### config.mk
export PLATFORM = sky130hd
export DESIGN_NAME = mantissa_divider_28
export DESIGN_NICKNAME = d
export VERILOG_FILES = /design/src/rtl/mant_div_pkg.sv /design/src/rtl/mant_div_step.sv /design/src/rtl/mantissa_divider_28.sv
export SDC_FILE = /design/constraint.sdc
export NUM_CORES = 1
export LEC_CHECK = 0
export BUFFER_PORTS_ARGS = -buffer_cell sky130_fd_sc_hd__buf_2
export CAP_MARGIN = 20
export CORE_UTILIZATION = 43
export CTS_CLUSTER_DIAMETER = 150
export DETAILED_ROUTE_END_ITERATION = 7
export MAX_ROUTING_LAYER = met4
export SYNTH_ARGS = -nofsm -noshare
export SYNTH_HDL_FRONTEND = slang
export SYNTH_SLANG_ARGS = --single-unit
### constraint.sdc
create_clock -name clk -period 5.5 [get_ports clk]
set_input_delay 0.55 -clock clk [delete_from_list [all_inputs] [get_ports clk]]
set_output_delay 0.55 -clock clk [all_outputs]
set_load 0.02 [all_outputs]
### src/rtl/mant_div_pkg.sv
// Shared definitions for the posit FMAU mantissa divider.
//   MANT_W / LANE_W : full-lane and split-lane mantissa widths
//   OP_*            : op encodings (00/01 full lane, 10/11 dual lane)
//   state_t         : divider control states
//   is_split()      : decodes op into the dual-lane flag
package mant_div_pkg;

  localparam int MANT_W = 28;
  localparam int LANE_W = 14;

  localparam logic [1:0] OP_FULL0  = 2'b00;
  localparam logic [1:0] OP_FULL1  = 2'b01;
  localparam logic [1:0] OP_SPLIT0 = 2'b10;
  localparam logic [1:0] OP_SPLIT1 = 2'b11;

  typedef enum logic [1:0] {
    IDLE,
    CALC,
    DONE
  } state_t;

  function automatic logic is_split(input logic [1:0] op);
    case (op)
      OP_FULL0, OP_FULL1:   return 1'b0;
      OP_SPLIT0, OP_SPLIT1: return 1'b1;
      default:              return 1'b0;
    endcase
  endfunction

endpackage

### src/rtl/mant_div_step.sv
// One restoring-division iteration: conditional subtract, then shift left.
//   ct       : 1 = dual 14-bit lanes, cuts borrow and shift at bit 15
//   rem_in   : remainder (full: [28:0]; split: lane1 [29:15], lane0 [14:0])
//   div_in   : divisor, same layout as rem_in
//   rem_diff : remainder after the conditional subtract (before the shift)
//   rem_out  : remainder for the next iteration (rem_diff shifted left)
//   qbit     : quotient bits; [0] = lane0 or full lane, [1] = lane1
module mant_div_step
  import mant_div_pkg::*;
(
  input  logic                  ct,
  input  logic [2*LANE_W+1:0]   rem_in,
  input  logic [2*LANE_W+1:0]   div_in,
  output logic [2*LANE_W+1:0]   rem_diff,
  output logic [2*LANE_W+1:0]   rem_out,
  output logic [1:0]            qbit
);

  localparam int HW = LANE_W + 1;

  logic [HW:0] lo_sum;
  logic [HW:0] hi_sum;
  logic        hi_cin;
  logic        ge0;
  logic        ge1;

  // A single 30-bit subtractor built from two 15-bit halves. In full mode the
  // low half's carry feeds the high half; in split mode the carry-in is forced
  // to 1 so each half is an independent r - d. Carry out == (r >= d).
  always_comb begin
    lo_sum = {1'b0, rem_in[HW-1:0]} + {1'b0, ~div_in[HW-1:0]} + {{HW{1'b0}}, 1'b1};
    hi_cin = ct ? 1'b1 : lo_sum[HW];
    hi_sum = {1'b0, rem_in[2*HW-1:HW]} + {1'b0, ~div_in[2*HW-1:HW]} + {{HW{1'b0}}, hi_cin};

    ge1 = hi_sum[HW];
    ge0 = ct ? lo_sum[HW] : hi_sum[HW];

    rem_diff[2*HW-1:HW] = ge1 ? hi_sum[HW-1:0] : rem_in[2*HW-1:HW];
    rem_diff[HW-1:0]    = ge0 ? lo_sum[HW-1:0] : rem_in[HW-1:0];

    // In split mode lane0's top bit must not shift into lane1.
    rem_out = {rem_diff[2*HW-2:HW], ct ? 1'b0 : rem_diff[HW-1],
               rem_diff[HW-2:0], 1'b0};
    qbit    = {ge1, ge0};
  end

endmodule

### src/rtl/mantissa_divider_28.sv
// Iterative radix-2 restoring mantissa divider (28-bit or dual 14-bit lanes).
//   clk, rst           : clock, asynchronous active-high reset
//   in_valid/in_ready  : operand handshake (in_ready only in IDLE)
//   op                 : 00/01 full lane, 10/11 dual 14-bit lanes
//   dividend, divisor  : mantissas; split mode lane1 = [27:14], lane0 = [13:0]
//   out_valid/out_ready: result handshake (results held while stalled)
//   quot               : truncated quotient, same lane layout as operands
//   sticky             : remainder nonzero per lane ([1] = 0 in full mode)
//   dz                 : divide-by-zero per lane ([1] = 0 in full mode)
module mantissa_divider_28
  import mant_div_pkg::*;
(
  input  logic              clk,
  input  logic              rst,
  input  logic              in_valid,
  output logic              in_ready,
  input  logic [1:0]        op,
  input  logic [MANT_W-1:0] dividend,
  input  logic [MANT_W-1:0] divisor,
  output logic              out_valid,
  input  logic              out_ready,
  output logic [MANT_W-1:0] quot,
  output logic [1:0]        sticky,
  output logic [1:0]        dz
);

  localparam int REM_W = 2 * LANE_W + 2;

  state_t             state;
  state_t             state_nxt;
  logic               split_r;
  logic [REM_W-1:0]   rem_r;
  logic [REM_W-1:0]   div_r;
  logic [MANT_W-2:0]  qacc;
  logic [4:0]         cnt;
  logic [1:0]         dz_r;

  logic               acc_split;
  logic [REM_W-1:0]   acc_rem;
  logic [REM_W-1:0]   acc_div;
  logic [1:0]         acc_dz;
  logic               acc_bypass;
  logic               pre_ok;

  logic [REM_W-1:0]   step_diff;
  logic [REM_W-1:0]   step_rem;
  logic [1:0]         step_q;
  logic [MANT_W-1:0]  q_next;
  logic [MANT_W-1:0]  q_fin;
  logic [1:0]         st_fin;

  mant_div_step u_step (
    .ct       (split_r),
    .rem_in   (rem_r),
    .div_in   (div_r),
    .rem_diff (step_diff),
    .rem_out  (step_rem),
    .qbit     (step_q)
  );

  // Operand decode at accept: place lanes into the 30-bit remainder layout
  // with a guard bit above each lane, and flag zero divisors.
  always_comb begin
    acc_split = is_split(op);
    if (acc_split) begin
      acc_rem    = {1'b0, dividend[MANT_W-1:LANE_W], 1'b0, dividend[LANE_W-1:0]};
      acc_div    = {1'b0, divisor[MANT_W-1:LANE_W], 1'b0, divisor[LANE_W-1:0]};
      acc_dz     = {divisor[MANT_W-1:LANE_W] == '0, divisor[LANE_W-1:0] == '0};
      acc_bypass = &acc_dz;
      pre_ok     = (acc_dz[1] || ({1'b0, dividend[MANT_W-1:LANE_W]} < {divisor[MANT_W-1:LANE_W], 1'b0}))
                && (acc_dz[0] || ({1'b0, dividend[LANE_W-1:0]} < {divisor[LANE_W-1:0], 1'b0}));
    end else begin
      acc_rem    = {2'b00, dividend};
      acc_div    = {2'b00, divisor};
      acc_dz     = {1'b0, divisor == '0};
      acc_bypass = acc_dz[0];
      pre_ok     = acc_dz[0] || ({1'b0, dividend} < {divisor, 1'b0});
    end
  end

  // The last quotient bit arrives in the same cycle the result is latched,
  // so the final value is assembled from the accumulator plus this step.
  always_comb begin
    if (split_r) begin
      q_next = {qacc[MANT_W-2:LANE_W], step_q[1], qacc[LANE_W-2:0], step_q[0]};
      q_fin  = {dz_r[1] ? {LANE_W{1'b1}} : q_next[MANT_W-1:LANE_W],
                dz_r[0] ? {LANE_W{1'b1}} : q_next[LANE_W-1:0]};
      st_fin = {~dz_r[1] & (|step_diff[REM_W-1:LANE_W+1]),
                ~dz_r[0] & (|step_diff[LANE_W:0])};
    end else begin
      q_next = {qacc, step_q[0]};
      q_fin  = dz_r[0] ? {MANT_W{1'b1}} : q_next;
      st_fin = {1'b0, ~dz_r[0] & (|step_diff)};
    end
  end

  always_ff @(posedge clk or posedge rst) begin
    if (rst) state <= IDLE;
    else     state <= state_nxt;
  end

  always_comb begin
    state_nxt = state;
    case (state)
      IDLE: if (in_valid)       state_nxt = acc_bypass ? DONE : CALC;
      CALC: if (cnt == 5'd0)    state_nxt = DONE;
      DONE: if (out_ready)      state_nxt = IDLE;
      default:                  state_nxt = IDLE;
    endcase
  end

  always_comb begin
    in_ready  = (state == IDLE);
    out_valid = (state == DONE);
  end

  always_ff @(posedge clk or posedge rst) begin
    if (rst) begin
      split_r <= 1'b0;
      rem_r   <= '0;
      div_r   <= '0;
      qacc    <= '0;
      cnt     <= '0;
      dz_r    <= '0;
      quot    <= '0;
      sticky  <= '0;
      dz      <= '0;
    end else begin
      case (state)
        IDLE: begin
          if (in_valid && in_ready) begin
            split_r <= acc_split;
            rem_r   <= acc_rem;
            div_r   <= acc_div;
            dz_r    <= acc_dz;
            qacc    <= '0;
            cnt     <= acc_split ? 5'(LANE_W - 1) : 5'(MANT_W - 1);
            if (acc_bypass) begin
              quot   <= '1;
              sticky <= '0;
              dz     <= acc_dz;
            end
          end
        end
        CALC: begin
          rem_r <= step_rem;
          qacc  <= q_next[MANT_W-2:0];
          cnt   <= cnt - 5'd1;
          if (cnt == 5'd0) begin
            quot   <= q_fin;
            sticky <= st_fin;
            dz     <= dz_r;
          end
        end
        default: ;
      endcase
    end
  end

  // Normalized operands guarantee A < 2B per non-zero lane.
  assert property (@(posedge clk) disable iff (rst) (in_valid && in_ready) |-> pre_ok);

endmodule

# Word-level counts from Yosys, hierarchy flattened
# Index checks and enable logic that the tools add are counted.
word_totals:
  out_inout_bits: 34
  in_bits: 62
  word_cells: 90
  ff_bits: 129
op_classes:
  add_sub_neg: 5
  n_mux: 40
  reduce_logical: 18
  n_eq_ne: 10
  n_bitwise: 7
op_table:
  columns: ["cell", "count"]
  rows:
  - ["two-way mux 28 bit", 5]
  - ["case mux 30 bit (2 select lines)", 1]
  - ["two-way mux 29 bit", 2]
  - ["case mux 28 bit (2 select lines)", 1]
  - ["case mux 27 bit (2 select lines)", 1]
  - ["two-way mux 15 bit", 3]
  - ["adder 15 x 15 -> 16 bit", 2]
  - ["two-way mux 30 bit", 1]
  - ["inverter 15 bit", 2]
  - ["OR reduction 15 bit", 2]
  - ["OR reduction 30 bit", 1]
  - ["zero test 14 bit", 2]
  - ["zero test 28 bit", 1]
  - ["two-way mux 14 bit", 2]
  - ["two-way mux 27 bit", 1]
  - ["two-way mux 2 bit", 12]
  - ["adder 16 x 1 -> 16 bit", 1]
  - ["adder 16 x 1 -> 16 bit, second input constant", 1]
  - ["two-way mux 5 bit", 2]
  - ["case mux 5 bit (2 select lines)", 1]
  - ["case mux 2 bit (2 select lines)", 2]
  - ["== test 2 bit, second input constant", 3]
  - ["inequality test 2 x 1 -> 1 bit, second input constant", 3]
  - ["case mux 2 bit (3 select lines)", 1]
  - ["15 further kinds", 27]

# Longest topological paths before layout
depth:
  word_depth: 12
  depth_mapped: 19
  mapped_depth_nobuf: 19

# Hierarchy
# Synthesis repeated with hierarchy kept, for this count alone.
hier_totals:
  hier_cells: 921
  hier_area_um2: 7956.4
modules_own_cells:
  columns: ["module", "seq_area_each_um2", "cells_each", "n_inst", "area_each_um2"]
  rows:
  - ["mantissa_divider_28", 3203.1, 614, 1, 5791.8]
  - ["mant_div_step", 0.0, 307, 1, 2164.6]

# Least setup slack after synthesis
# No wires, ideal clock.
synth_path:
  kind: "reg2reg"
  startpoint: "reg rem_r[4]"
  endpoint: "reg sticky[0]"
  stages_incl_launch_ff: 18
  path_buffers: 0
  path_slack_ns: 1.223
  arrival_time_ns: 4.146
  period_less_slack_ns: 4.277
  required_time_ns: 5.369
  setup_time_ns: 0.131
  cell_sequence: "dfrtp_1 -> ha_1 -> a21o_1 -> or3_1 -> o21bai_1 -> a21oi_1 -> nor2_1 -> fa_1 -> inv_1 -> fa_1 -> a21o_1 -> a2111oi_2 -> a21oi_1 -> or4_1 -> o21a_1 -> nor4b_2 -> or3_1 -> nand3_1"
synth_between:
  elab_chain_len: 11
  elab_cells_between_ends: 14
  classes_between: "add/sub (3); mux (7); bitwise (2); reduce/logical (2)"
synth_lines:
  columns: ["item", "line", "source"]
  rows:
  - ["start, declared", "mantissa_divider_28.sv:32", "logic [REM_W-1:0] rem_r;"]
  - ["start signal, assigned", "mantissa_divider_28.sv:133", "rem_r <= acc_rem;"]
  - ["start signal, assigned", "mantissa_divider_28.sv:146", "rem_r <= step_rem;"]
  - ["adder 15 x 15 -> 16 bit", "mant_div_step.sv:31", "lo_sum = {1'b0, rem_in[HW-1:0]} + {1'b0, ~div_in[HW-1:0]} + {{HW{1'b0}}, 1'b1};"]
  - ["adder 16 x 1 -> 16 bit", "mant_div_step.sv:31", null]
  - ["two-way mux 1 bit", "mant_div_step.sv:32", "hi_cin = ct ? 1'b1 : lo_sum[HW];"]
  - ["adder 16 x 1 -> 16 bit", "mant_div_step.sv:33", "hi_sum = {1'b0, rem_in[2*HW-1:HW]} + {1'b0, ~div_in[2*HW-1:HW]} + {{HW{1'b0}}, hi_cin};"]
  - ["two-way mux 1 bit", "mant_div_step.sv:36", "ge0 = ct ? lo_sum[HW] : hi_sum[HW];"]
  - ["two-way mux 15 bit", "mant_div_step.sv:39", "rem_diff[HW-1:0] = ge0 ? lo_sum[HW-1:0] : rem_in[HW-1:0];"]
  - ["OR reduction 30 bit / OR reduction 15 bit (equally long branches)", "mantissa_divider_28.sv:93, mantissa_divider_28.sv:89", null]
  - ["AND 1 bit (on tied branches)", "mantissa_divider_28.sv:93, mantissa_divider_28.sv:89", null]
  - ["two-way mux 2 bit *", "mantissa_divider_28.sv:84", "if (split_r) begin"]
  - ["two-way mux 2 bit *", "mantissa_divider_28.sv:149", "if (cnt == 5'd0) begin"]
  - ["case mux 2 bit (2 select lines) *", "mantissa_divider_28.sv:129", "case (state)"]
  - ["end signal, assigned", "mantissa_divider_28.sv:151", "sticky <= st_fin;"]
  - ["end, declared", "mantissa_divider_28.sv:23", "output logic [1:0] sticky,"]
# Mark *: on every way between the ends. The rest lies on a longest branch, timed or not. The select of a mux whose other input is x is not followed.
# A chain may end at the register's enable or synchronous reset.

# Worst setup path in the final report
# Same ends and word-level chain as after synthesis.

==> results.tsv <==
metric	value	unit
drv_cap	0	
crit_fanout	6	
leakage	3.96	nW
clkTransAtPathRegs	0.06	ns
grt_max_degree	80	
cts_resized	0	
yosys.area_share.xor_xnor	2.10	%
required	5.80	ns
die_area	18000	sq um
n_antenna_cell	0	
grt_pass1_vias	6045	
drc	0	
synth_top_cell_area_share	42.7	%
io_buffers	94	
synth_top_family_by_area	compound AO/OA/AOI/OAI gates	
fill_cells	1625	
cts_buffers	17	
critPathKind	flop to flop	
die_width	134	um
worstMarginPinSlew	0.933	ns
layout_common_cells	129 x nand2_1, 128 x dfrtp_1, 94 x buf_2	
seqCellArea	3200	sq um
io_pins	96	
via_per_inst	5.46	
drt-pass1-iter-count	5	
end_kind	flop	
clk_latency	0.42	ns
htreeDepth	4	
grt_antenna_before_repair	0	
r2r_setup_slack	0.65	ns
hold_class	primary input to asynchronous set/reset pin	
cp.arrival	5.15	ns
drv_slew	0	
yosys.area_share.simple	18.3	%
cts_tree	done	
post-cts-setup-buffers	0	
synth_top_cell_by_area	dfrtp_1	
ctsHoldBuffers	0	
final_net_count	1027	
grt_use_met2	33.6	%
fmax	206	MHz
rows	47	
holdWs	0.0457	ns
timing.final.crit_share	88.2	%
fin_tns_setup	0	ns
synth_warnings	0	
mappedNetlistArea	7490	sq um
fin_crit	4.85	ns
synthMuxAreaShare	5.51	%
synth_area_leaders	dfrtp_1 43%, nand2_1 6.5%, mux2i_1 5.2%, ha_1 5.0%, o21ai_0 4.8%	
use_met3	4.16	%
place_hpwl	13300	um
dpl_cell_area	8150	sq um
r2r-end	sticky[0]$_DFFE_PP0P_	
synth_cell_types	69	
clockBufferDepth	2	
met1_usage	32.2	%
synth_fa_ha_area_share	5.81	%
multi_input_area	3950	sq um
synthFlopType	dfrtp_1	
synthesis.nets	951	
rsz0062_at_grt	false	
setup_viol	0	
synth_edf_count	0	
worstReg2RegStart	rem_r[4]$_DFFE_PP0P_	
place_congestion	0.890	
cts-root-buf	clkbuf_16	
hold_violations	0	
routed_wl	19100	um
syn_inst	856	
drive_above_1_share	16.2	%
ys_seq_area_share	42.7	%
busiest_layer	met2	
wl_per_cell	16.4	um
postSynth.asyncResetShare	100	%
status	completed	
grt_pass1_wl	31100	um
synth_compound_area_share	20.8	%
core_region_area	16800	sq um
area.growth.synth_to_final	17.2	%
initialDrtViolationCount	348	
synth-seq-cells	128	
peakVddDrop	0.359	mV
grt_usage	23.0	%
layout_commonest_cell	nand2_1	
grt-ovfl-total	0	
power.density	785	nW/um^2
cts_sinks	128	
die_h	134	um
slew_headroom	37.8	%
fin_area	8780	sq um
rr_worst_depth	17	
initial_core_util	44.6	%
dr_total_vias	6365	
finClkSkew	0.0106	ns
synth.avg_cell_area	8.75	sq um
antenna_left	0	
worst_setup_path_start_kind	flop	
-- kinds of logic after synthesis --
family / after synthesis
AO/OA/AOI/OAI: 243
XOR/XNOR: 18
adder cells (fa/ha/maj): 33
buffers and inverters: 94
flip-flops: 128
multiplexers: 40
AND/OR/NAND/NOR: 300
-- layer usage --
| layer | routed length [um] | share of wire [%] |
|---|---|---|
| met5 | 0 | 0 |
| met1 | 9640 | 51 |
| met2 | 8380 | 44 |
| met3 | 741 | 3.9 |
| met4 | 316 | 1.7 |
-- synth_stat cells (all sizes together), types with 12 or more instances --
| library cell | n |
|---|---|
| o22a | 13 |
| nor3 | 13 |
| inv | 46 |
| nand2 | 130 |
| ha | 30 |
| clkbuf | 38 |
| o21ai | 96 |
| mux2i | 40 |
| dfrtp | 128 |
| a21oi | 47 |
| nor2 | 73 |
| nand3 | 17 |
| a22oi | 12 |
| nor4 | 13 |
-- sequential cells by signal (all words and copies together), names as in the netlist --
name	count
state	2
sticky	2
split_r	1
cnt	5
qacc	27
dz	2
rem_r	30
div_r	29
dz_r	2
quot	28
-- where the power goes --
group          internal (mW)  switching (mW)
combinational           1.61            2.38
sequential              1.40           0.333
clock                  0.730           0.444
-- worst max-delay path by stage --
stage                                     from               endpoint
final                     rem_r[4]$_DFFE_PP0P_  sticky[0]$_DFFE_PP0P_
after global routing      rem_r[8]$_DFFE_PP0P_  sticky[0]$_DFFE_PP0P_
after CTS                 rem_r[4]$_DFFE_PP0P_  sticky[0]$_DFFE_PP0P_
after detailed placement  rem_r[8]$_DFFE_PP0P_  sticky[0]$_DFFE_PP0P_
after global placement    rem_r[8]$_DFFE_PP0P_  sticky[0]$_DFFE_PP0P_
after floorplan           rem_r[4]$_DFFE_PP0P_  sticky[0]$_DFFE_PP0P_
-- stage by stage --
stage | power (mW) | setup slack, ns | util, % | std cells
2_1_floorplan | 4.79 | 1.22 | - | 856
3_3_place_gp | 5.68 | 0.702 | 48.5 | 1132
3_5_place_dp | 5.73 | 0.672 | 48.5 | 1132
4_1_cts | 6.92 | 0.666 | 52.1 | 1164
5_1_grt | 7.50 | 0.282 | 52.2 | 1165
6_report | 6.89 | 0.649 | 52.2 | 1165
-- worst max-delay path, stage by stage, from the launching register on --
cell and delay, ns:
dfrtp_1 0.42, ha_1 0.40, o211ai_1 0.11, a21oi_1 0.25
o21bai_1 0.15, a21oi_1 0.37, nor2_1 0.10, fa_1 0.40
inv_1 0.08, fa_1 0.42, or3b_1 0.42, a311oi_1 0.22
o2111ai_1 0.16, or4_1 0.42, o21a_1 0.21, nor4b_2 0.37
or3_1 0.17, nand3_1 0.07
-- area by class of cell --
| cell class | instances | area share (%) |
|---|---|---|
| multi-input combinational | 634 | 45.0 |
| sequential | 128 | 36.5 |
| tap | 220 | 3.13 |
| timing repair buffer | 105 | 6.52 |
| inverter | 46 | 1.99 |
| clock inverter | 11 | 1.75 |
| clock buffer | 21 | 5.13 |
No activity file was read; power rests on OpenSTA's default activity.
